`config.mk`:
```
export PLATFORM = sky130hd
export DESIGN_NAME = mem_access_sequencer
export DESIGN_NICKNAME = d
export VERILOG_FILES = /design/src/rtl/mem_seq_pkg.sv /design/src/rtl/mfc_watchdog.sv /design/src/rtl/mem_access_sequencer.sv
export SDC_FILE = /design/constraint.sdc
export NUM_CORES = 1
export LEC_CHECK = 0
export BUFFER_PORTS_ARGS = -buffer_cell sky130_fd_sc_hd__buf_2
export CORE_MARGIN = 2
export CORE_UTILIZATION = 40
export CTS_CLUSTER_SIZE = 10
export DETAILED_ROUTE_END_ITERATION = 10
export HOLD_SLACK_MARGIN = 0.12
export PLACE_DENSITY_LB_ADDON = 0.05
export SKIP_LAST_GASP = 1
export SLEW_MARGIN = 30
export SYNTH_ARGS = -nofsm -noshare
export SYNTH_HDL_FRONTEND = slang
export SYNTH_SLANG_ARGS = --single-unit
export TNS_END_PERCENT = 100
```
`constraint.sdc`:
```
create_clock -name Clk -period 1.69 [get_ports Clk]
set_clock_uncertainty 0.05 [all_clocks]
set_input_delay 0.169 -clock Clk [delete_from_list [all_inputs] [get_ports Clk]]
set_output_delay 0.169 -clock Clk [all_outputs]
set_load 0.01 [all_outputs]
```
`src/rtl/mem_seq_pkg.sv`:
```
// Shared encodings for the load/store/swap memory sequencer: states, op3 classes,
// error codes and ALU operand routes, plus the op3 decode and alignment helpers.
package mem_seq_pkg;

  typedef enum logic [3:0] {
    S_IDLE    = 4'd0,
    S_ADDR    = 4'd1,
    S_RD_REQ  = 4'd2,
    S_RD_CAP  = 4'd3,
    S_TMP_CAP = 4'd4,
    S_WR_DATA = 4'd5,
    S_WR_REQ  = 4'd6,
    S_WB      = 4'd7,
    S_DONE    = 4'd8,
    S_ERR     = 4'd9
  } state_e;

  typedef enum logic [1:0] {
    C_ILLEGAL = 2'd0,
    C_LOAD    = 2'd1,
    C_STORE   = 2'd2,
    C_SWAP    = 2'd3
  } op_class_e;

  localparam logic [1:0] ERR_OK      = 2'b00;
  localparam logic [1:0] ERR_ALIGN   = 2'b01;
  localparam logic [1:0] ERR_OP3     = 2'b10;
  localparam logic [1:0] ERR_TIMEOUT = 2'b11;

  localparam logic [1:0] DSEL_ADDR  = 2'b00;
  localparam logic [1:0] DSEL_STORE = 2'b01;
  localparam logic [1:0] DSEL_MDR   = 2'b10;
  localparam logic [1:0] DSEL_TEMP  = 2'b11;

  localparam logic [5:0] OP_LD   = 6'b000000;
  localparam logic [5:0] OP_LDUB = 6'b000001;
  localparam logic [5:0] OP_LDUH = 6'b000010;
  localparam logic [5:0] OP_LDSB = 6'b001001;
  localparam logic [5:0] OP_LDSH = 6'b001010;
  localparam logic [5:0] OP_ST   = 6'b000100;
  localparam logic [5:0] OP_STB  = 6'b000101;
  localparam logic [5:0] OP_STH  = 6'b000110;
  localparam logic [5:0] OP_SWAP = 6'b001111;

  // LDD/STD are deliberately absent: double-word transfers are not supported.
  function automatic op_class_e op_class(input logic [5:0] op);
    op_class_e c;
    case (op)
      OP_LD, OP_LDUB, OP_LDUH, OP_LDSB, OP_LDSH: c = C_LOAD;
      OP_ST, OP_STB, OP_STH:                     c = C_STORE;
      OP_SWAP:                                   c = C_SWAP;
      default:                                   c = C_ILLEGAL;
    endcase
    return c;
  endfunction

  function automatic logic is_aligned(input logic [5:0] op, input logic [1:0] lo);
    logic ok;
    case (op)
      OP_LD, OP_ST, OP_SWAP:    ok = (lo == 2'b00);
      OP_LDUH, OP_LDSH, OP_STH: ok = ~lo[0];
      default:                  ok = 1'b1;
    endcase
    return ok;
  endfunction

endpackage

```
`src/rtl/mfc_watchdog.sv`:
```
// Counts cycles spent waiting on MFC; expired is high during the final allowed wait cycle.
// Cleared while not waiting, so each RAM request starts from a zero count.
module mfc_watchdog #(
  parameter int TIMEOUT_CYCLES = 15,
  parameter int CNT_W          = 4
) (
  input  logic Clk,
  input  logic RESET,
  input  logic clr,
  input  logic en,
  output logic expired
);

  localparam logic [CNT_W-1:0] LAST = CNT_W'(TIMEOUT_CYCLES - 1);

  logic [CNT_W-1:0] cnt_q;

  always_ff @(posedge Clk or negedge RESET) begin
    if (!RESET) begin
      cnt_q <= '0;
    end else if (clr) begin
      cnt_q <= '0;
    end else if (en && (cnt_q != LAST)) begin
      cnt_q <= cnt_q + 1'b1;
    end
  end

  assign expired = en && (cnt_q == LAST);

endmodule

```
`src/rtl/mem_access_sequencer.sv`:
```
// Multicycle MAR/MDR/RAM/TEMP/register-file sequencer for format-3 load, store and swap.
// done pulses 1 (illegal) .. 8 (swap) cycles after start; each MFC wait cycle adds one.
module mem_access_sequencer
  import mem_seq_pkg::*;
#(
  parameter int TIMEOUT_CYCLES = 15,
  parameter int CNT_W          = 4
) (
  input  logic       Clk,
  input  logic       RESET,
  input  logic       start,
  input  logic [5:0] op3,
  input  logic [1:0] addr_lo,
  input  logic       MFC,
  output logic       busy,
  output logic       done,
  output logic [1:0] mem_err,
  output logic       MAR_Enable,
  output logic       MDR_Enable,
  output logic       MDR_Mux_select,
  output logic       RAM_enable,
  output logic [5:0] RAM_OpCode,
  output logic       TEMP_Enable,
  output logic       reg_we,
  output logic [1:0] data_sel
);

  state_e     state_q, state_d;
  logic [5:0] op3_q, op3_d;
  logic [1:0] err_q, err_d;

  op_class_e  cls_q;
  logic       aligned;
  logic       in_req;
  logic       wd_expired;

  assign cls_q   = op_class(op3_q);
  assign aligned = is_aligned(op3_q, addr_lo);
  assign in_req  = (state_q == S_RD_REQ) || (state_q == S_WR_REQ);

  mfc_watchdog #(
    .TIMEOUT_CYCLES (TIMEOUT_CYCLES),
    .CNT_W          (CNT_W)
  ) u_watchdog (
    .Clk     (Clk),
    .RESET   (RESET),
    .clr     (!in_req),
    .en      (in_req),
    .expired (wd_expired)
  );

  always_comb begin
    state_d = state_q;
    op3_d   = op3_q;
    err_d   = err_q;
    case (state_q)
      S_IDLE: begin
        if (start) begin
          op3_d = op3;
          if (op_class(op3) == C_ILLEGAL) begin
            state_d = S_ERR;
            err_d   = ERR_OP3;
          end else begin
            state_d = S_ADDR;
          end
        end
      end
      S_ADDR: begin
        if (!aligned) begin
          state_d = S_ERR;
          err_d   = ERR_ALIGN;
        end else if (cls_q == C_STORE) begin
          state_d = S_WR_DATA;
        end else begin
          state_d = S_RD_REQ;
        end
      end
      // MFC takes priority over the watchdog on the same edge.
      S_RD_REQ: begin
        if (MFC) begin
          state_d = S_RD_CAP;
        end else if (wd_expired) begin
          state_d = S_ERR;
          err_d   = ERR_TIMEOUT;
        end
      end
      S_RD_CAP:  state_d = (cls_q == C_SWAP) ? S_TMP_CAP : S_WB;
      S_TMP_CAP: state_d = S_WR_DATA;
      S_WR_DATA: state_d = S_WR_REQ;
      S_WR_REQ: begin
        if (MFC) begin
          state_d = (cls_q == C_SWAP) ? S_WB : S_DONE;
        end else if (wd_expired) begin
          state_d = S_ERR;
          err_d   = ERR_TIMEOUT;
        end
      end
      S_WB:    state_d = S_DONE;
      S_DONE:  state_d = S_IDLE;
      S_ERR:   state_d = S_IDLE;
      default: state_d = S_IDLE;
    endcase
  end

  always_ff @(posedge Clk or negedge RESET) begin
    if (!RESET) begin
      state_q <= S_IDLE;
      op3_q   <= '0;
      err_q   <= ERR_OK;
    end else begin
      state_q <= state_d;
      op3_q   <= op3_d;
      err_q   <= err_d;
    end
  end

  // Outputs follow the state register; only MAR_Enable also looks at the live address.
  always_comb begin
    busy           = (state_q != S_IDLE);
    done           = 1'b0;
    mem_err        = ERR_OK;
    MAR_Enable     = 1'b0;
    MDR_Enable     = 1'b0;
    MDR_Mux_select = 1'b0;
    RAM_enable     = 1'b0;
    RAM_OpCode     = (state_q != S_IDLE) ? op3_q : 6'b0;
    TEMP_Enable    = 1'b0;
    reg_we         = 1'b0;
    data_sel       = DSEL_ADDR;
    case (state_q)
      S_ADDR:    MAR_Enable = aligned;
      S_RD_REQ: begin
        RAM_enable     = 1'b1;
        MDR_Mux_select = 1'b1;
      end
      S_RD_CAP: begin
        MDR_Enable     = 1'b1;
        MDR_Mux_select = 1'b1;
      end
      S_TMP_CAP: begin
        TEMP_Enable = 1'b1;
        data_sel    = DSEL_MDR;
      end
      S_WR_DATA: begin
        MDR_Enable = 1'b1;
        data_sel   = DSEL_STORE;
      end
      S_WR_REQ:  RAM_enable = 1'b1;
      S_WB: begin
        reg_we   = 1'b1;
        data_sel = (cls_q == C_SWAP) ? DSEL_TEMP : DSEL_MDR;
      end
      S_DONE:    done = 1'b1;
      S_ERR: begin
        done    = 1'b1;
        mem_err = err_q;
      end
      default: ;
    endcase
  end

endmodule

```
# Word level (Yosys, flattened, before mapping)
# Memories as Yosys holds them, arrays and structs flattened.
# Index checks and enable logic that the tools add are counted.
totals:
  register_bits: 16
  mem_bits_ro: 64
  input_bits: 12
  out_inout_bits: 18
  wordCells: 85
  memories: 2
classes:
  add_sub_neg: 1
  eq_ne: 24
  mux: 34
  n_bitwise: 1
  reduce_logical: 19
memory_table:
  columns: ["name", "depth", "word_bits", "read_ports", "rd_ports_with_merged_regs", "wr", "line", "source"]
  rows:
  - ["(name not given)", 16, 2, 1, 0, 0, "mem_seq_pkg.sv:48", "case (op)"]
  - ["(name not given)", 16, 2, 1, 0, 0, "mem_seq_pkg.sv:48", null]
op_table:
  columns: ["op", "n"]
  rows:
  - ["2-to-1 mux 4 bit", 9]
  - ["case mux 4 bit (8 select lines)", 1]
  - ["2-to-1 mux 2 bit", 11]
  - ["equality test 4 x 3 -> 1 bit (second input constant)", 4]
  - ["equality test 4 bit (second input constant)", 3]
  - ["equality test 6 x 3 -> 1 bit (second input constant)", 2]
  - ["equality test 6 x 4 -> 1 bit (second input constant)", 2]
  - ["case mux 2 bit (3 select lines)", 2]
  - ["inequality test 2 bit (second input constant)", 5]
  - ["equality test 4 x 2 -> 1 bit (second input constant)", 2]
  - ["logical NOT 2 bit", 4]
  - ["2-to-1 mux 1 bit", 8]
  - ["OR reduction 2 bit", 4]
  - ["equality test 6 x 2 -> 1 bit (second input constant)", 1]
  - ["logical NOT 6 bit", 1]
  - ["2-to-1 mux 6 bit", 1]
  - ["AND reduction 6 bit", 1]
  - ["OR reduction 3 bit", 2]
  - ["adder 4 x 1 -> 4 bit (second input constant)", 1]
  - ["equality test 2 bit (second input constant)", 2]
  - ["equality test 4 x 1 -> 1 bit (second input constant)", 1]
  - ["logical NOT 4 bit", 1]
  - ["inequality test 4 bit (second input constant)", 1]
  - ["nonzero test 4 bit", 1]
  - ["8 further kinds", 9]

# Depth between registers and ports, before layout
depth:
  ltp_word: 8
  ltp_mapped: 7
  mapped_depth_nobuf: 6

# Cells and area by module
# Synthesis repeated with hierarchy kept, for this count alone.
unflattened:
  cells_unflattened: 132
  hier_area_um2: 1221.2
by_module_without_submodules:
  columns: ["module", "instances", "cells_each", "area_per_inst_um2"]
  rows:
  - ["mem_access_sequencer", 1, 108, 967.2]
  - ["mfc_watchdog", 1, 24, 254.0]

# Worst setup path before layout
# OpenSTA, ideal clock, no wires.
synth_timing:
  kind: "reg-to-reg"
  startpoint: "register op3_q[0]"
  endpoint: "register err_q[0]"
  setup_ns: 0.122
  arrival_time_ns: 1.417
  required_time_ns: 1.518
  path_slack_ns: 0.101
  path_stages_with_launch: 7
  n_path_buf: 0
  synth_period_minus_slack_ns: 1.589
  path_cell_list: "dfrtp_1 -> inv_1 -> ha_1 -> and2b_2 -> o311ai_2 -> o21ai_1 -> a32o_1"
synth_between:
  elab_chain_cells: 5
  word_cells_on_any_way: 11
  cone_classes: "6 x eq/ne; 1 x mux; 4 x reduce/logical"
synth_rtl:
  columns: ["item", "line", "source"]
  rows:
  - ["from (decl)", "mem_access_sequencer.sv:29", "logic [5:0] op3_q, op3_d;"]
  - ["from (signal assigned)", "mem_access_sequencer.sv:112", "op3_q <= op3_d;"]
  - ["equality test 6 x 2 -> 1 bit, or another cell as far along", "mem_seq_pkg.sv:59", "case (op)"]
  - ["OR reduction 3 bit", "mem_seq_pkg.sv:59", null]
  - ["case mux 1 bit (2 select lines) (*)", "mem_seq_pkg.sv:59", null]
  - ["inequality test 2 bit (no source line) (*)", null, null]
  - ["AND reduction 6 bit (no source line) (*)", null, null]
  - ["to (signal assigned)", "mem_access_sequencer.sv:113", "err_q <= err_d;"]
  - ["to (decl)", "mem_access_sequencer.sv:30", "logic [1:0] err_q, err_d;"]
# Every way passes the cells marked *; elsewhere a longest branch is shown, timed or not.
# A chain may end at the register's enable or synchronous reset.

# Worst setup path after layout
layout_timing:
  startpoint: "register op3_q[1]"
  endpoint: "output MAR_Enable"
layout_between:
  elab_chain_cells: 4
  word_cells_on_any_way: 10
  cone_classes: "5 x eq/ne; 2 x mux; 3 x reduce/logical"
layout_rtl:
  columns: ["item", "line", "source"]
  rows:
  - ["equality test 6 x 2 -> 1 bit, or another cell as far along", "mem_seq_pkg.sv:59", null]
  - ["OR reduction 3 bit", "mem_seq_pkg.sv:59", null]
  - ["case mux 1 bit (2 select lines) (*)", "mem_seq_pkg.sv:59", null]
  - ["2-to-1 mux 1 bit (*)", "mem_access_sequencer.sv:130", "case (state_q)"]
  - ["to (decl)", "mem_access_sequencer.sv:18", "output logic MAR_Enable,"]
# Marked as above.

==> impl_metrics.json <==
{
  "nets": 220,
  "power_density_nw_per_um2": 1794,
  "wl_per_cell_um": 14.73,
  "clock-sinks": 16,
  "power_leakage_nw": 0.9366,
  "grt_max_degree": 17,
  "synth.most_common_cell": "dfrtp_1",
  "synth-seq-area-share_pct": 32.06,
  "slew_headroom_pct": 74.65,
  "synth_edf_count": 0,
  "routabilityCongestion": 0.8549,
  "synth_top_cells_by_area": "dfrtp_1 (32%), ha_1 (8.0%), mux2_2 (5.4%)",
  "violations": "negative setup slack",
  "worstSetupEndpointType": "output pin",
  "worstPathCellList": "inv_2 -> ha_2 -> and2b_2 -> o311ai_4 -> o21ai_4 -> inv_1 -> buf_2",
  "drcViolationCount": 0,
  "slew_violations": 0,
  "numPortBuffers": 29,
  "min_period_over_period_pct": 120.2,
  "wirelength_um": 3417,
  "cts.clk_slew.worst_paths_ns": 0.11,
  "setup_viol": 13,
  "fin_crit_ns": 2.032,
  "grt_overflow": 0,
  "firstDrtPassIters": 4,
  "worst-setup-path-type": "reg2out",
  "n_antenna_cell": 0,
  "first_iter_violations": 44,
  "cp.arrival_ns": 1.81,
  "power_mw": 3.483,
  "hold_violations": 0,
  "post-place-ws_ns": -0.03620,
  "cap_viol_max_count": 0,
  "cp_max_fo": 4,
  "avgSynthCellArea_um2": 9.910,
  "async_flop_share_pct": 100.0,
  "dp_hpwl_um": 2266,
  "critPathSlowestCell": "dfrtp_1",
  "cts_tree": "done",
  "ios": 30,
  "synthFlopType": "dfrtp_1",
  "peakVddDrop_v": 0.0009019,
  "initial_core_util_pct": 41.58,
  "fin_cells": 232,
  "grt_setup_unrepaired": "yes",
  "clock_path_buffers": 2,
  "yosys_register_bits": 16,
  "vias": 1237,
  "die_y_um": 59.87,
  "fmax_mhz": 492.2,
  "ant_nets": 0,
  "grt_antenna_before_repair": 0,
  "postLayoutSetupSlackWorst_ns": -0.3418,
  "rows": 20,
  "yosys_warnings": 0,
  "grt_usage_pct": 20.09,
  "outcome": "finished with violations",
  "clock_latency_ns": 0.29,
  "core_area_um2": 3003,
  "crit_path_max_incr_delay_ns": 0.42,
  "h-tree-depth": 1,
  "post-route-util_pct": 64.67,
  "syn-num-nets": 146,
  "ys_top_cells_by_count": "dfrtp_1 (16), nor2_1 (13), inv_1 (9), ha_1 (8), mux2_2 (6)",
  "crit_path_start_kind": "register",
  "dp.cells": 194,
  "drive_above_1_share_pct": 56.78,
  "synth.distinct_cells": 48,
  "root_buffer": "clkbuf_4",
  "yosysTopAreaCell": "dfrtp_1",
  "syn2layout_area_growth_pct": 55.51,
  "hp-class": "in2reg",
  "synth_top_area_share_pct": 32.06,
  "holdWs_ns": 0.1716,
  "nFillCells": 264,
  "syn_area_um2": 1249,
  "die_w_um": 59.87,
  "cts_buffers": 3,
  "synthCells": 126,
  "dieArea_um2": 3584,
  "worst_pin_slew_ns": 0.3803,
  "grt_pass1_vias": 1215,
  "grt_pass1_wl_um": 5409,
  "vias_per_cell": 5.332,
  "cp.required_ns": 1.47
}
-- layer usage --
layer | global-route usage (%) | vias up | wire length [um] | share of wire, %
met5 | 0 | - | 0 | 0
met4 | 7.937 | 0 | 88 | 2.6
met3 | 3.030 | 7 | 105 | 3.1
met2 | 36.02 | 30 | 1740 | 51
met1 | 23.73 | 592 | 1483 | 43
li1 | - | 608 | - | -
-- metrics by stage --
| stage | instance area (um^2) | setup TNS, ns |
|---|---|---|
| 5_1_grt | 1942 | -2.498 |
| 6_report | 1942 | -1.634 |
| 2_1_floorplan | 1249 | 0 |
| 3_3_place_gp | 1461 | 0 |
| 3_5_place_dp | 1461 | -0.05612 |
| 4_1_cts | 1763 | -0.9963 |
-- kinds of logic (layout without fill, tap and decap cells) --
logic type	count (synthesis)	after routing	synth area share [%]
buf+inv	15	88	7.815
fa+ha+maj	8	8	8.016
mux	7	7	6.212
simple gates	47	47	24.65
compound gates	31	31	19.84
flops	16	16	32.06
xor+xnor	2	2	1.403
-- sequential cells by signal (all words and copies together) (netlist names) --
name	cells
err_q	2
state_q	4
u_watchdog.cnt_q	4
op3_q	6
-- final timing paths --
path                                                 startpoint                               to  slack [ns]  depth (start not counted)
max in group asynchronous                                 RESET           state_q[0]$_DFFE_PN0P_        1.03                          2
min in group asynchronous                                 RESET           state_q[2]$_DFFE_PN0P_        0.26                          2
worst max-delay path                       op3_q[1]$_DFFE_PN0P_                       MAR_Enable       -0.34                          7
worst min-delay path                                      start             err_q[1]$_DFFE_PN0P_        0.17                          3
worst max register to register             op3_q[1]$_DFFE_PN0P_             err_q[0]$_DFFE_PN0P_       -0.30                          8
worst min register to register  u_watchdog.cnt_q[3]$_DFFE_PN0P_  u_watchdog.cnt_q[3]$_DFFE_PN0P_        0.47                          1
-- placed cells by master (no fill, tap or decap), types with 4 or more instances in the layout --
master         netlist  final
inv_2                0      4
buf_4                1     31
nor2_1              13     10
ha_1                 8      6
buf_6                5     12
a31oi_1              5      5
inv_1                9      4
buf_2                0     25
mux2_2               6      6
dlygate4sd3_1        0      7
dfrtp_1             16     13
-- where the power goes --
part	switching [mW]	total (mW)	internal, mW	leakage, nW
Combinational	1.12	2.48	1.36	0.720
Clock	0.137	0.269	0.131	0.0210
Sequential	0.192	0.737	0.545	0.196
Total	1.45	3.48	2.04	0.937
-- repair_timing --
action / 4_1_cts / 5_1_grt
buffers inserted: 14 / 13
gates resized for setup: 24 / 20
pin swaps: 3 / 9
hold endpoints to repair: 22 / 0
endpoints found under the setup margin: 17 / 19
hold buffers: 7 / 0
-- critical path, delay by kind of cell, from the launching register on --
kind                     cells  cell delay (ns)
AND/OR/NAND/NOR              1             0.21
flip-flops                   1             0.42
AO/OA/AOI/OAI                2             0.46
buffers and inverters        3             0.24
adder cells (fa/ha/maj)      1             0.18
-- final cells by class --
| type | instances | area (um^2) | area share, % |
|---|---|---|---|
| sequential | 16 | 404.1 | 20.81 |
| inverter | 9 | 36.28 | 1.869 |
| multi-input combinational | 95 | 860.8 | 44.33 |
| tap | 33 | 41.29 | 2.126 |
| clock buffer | 4 | 36.28 | 1.869 |
| timing repair buffer | 75 | 563.0 | 28.99 |
(Power assumes the default switching activity.)
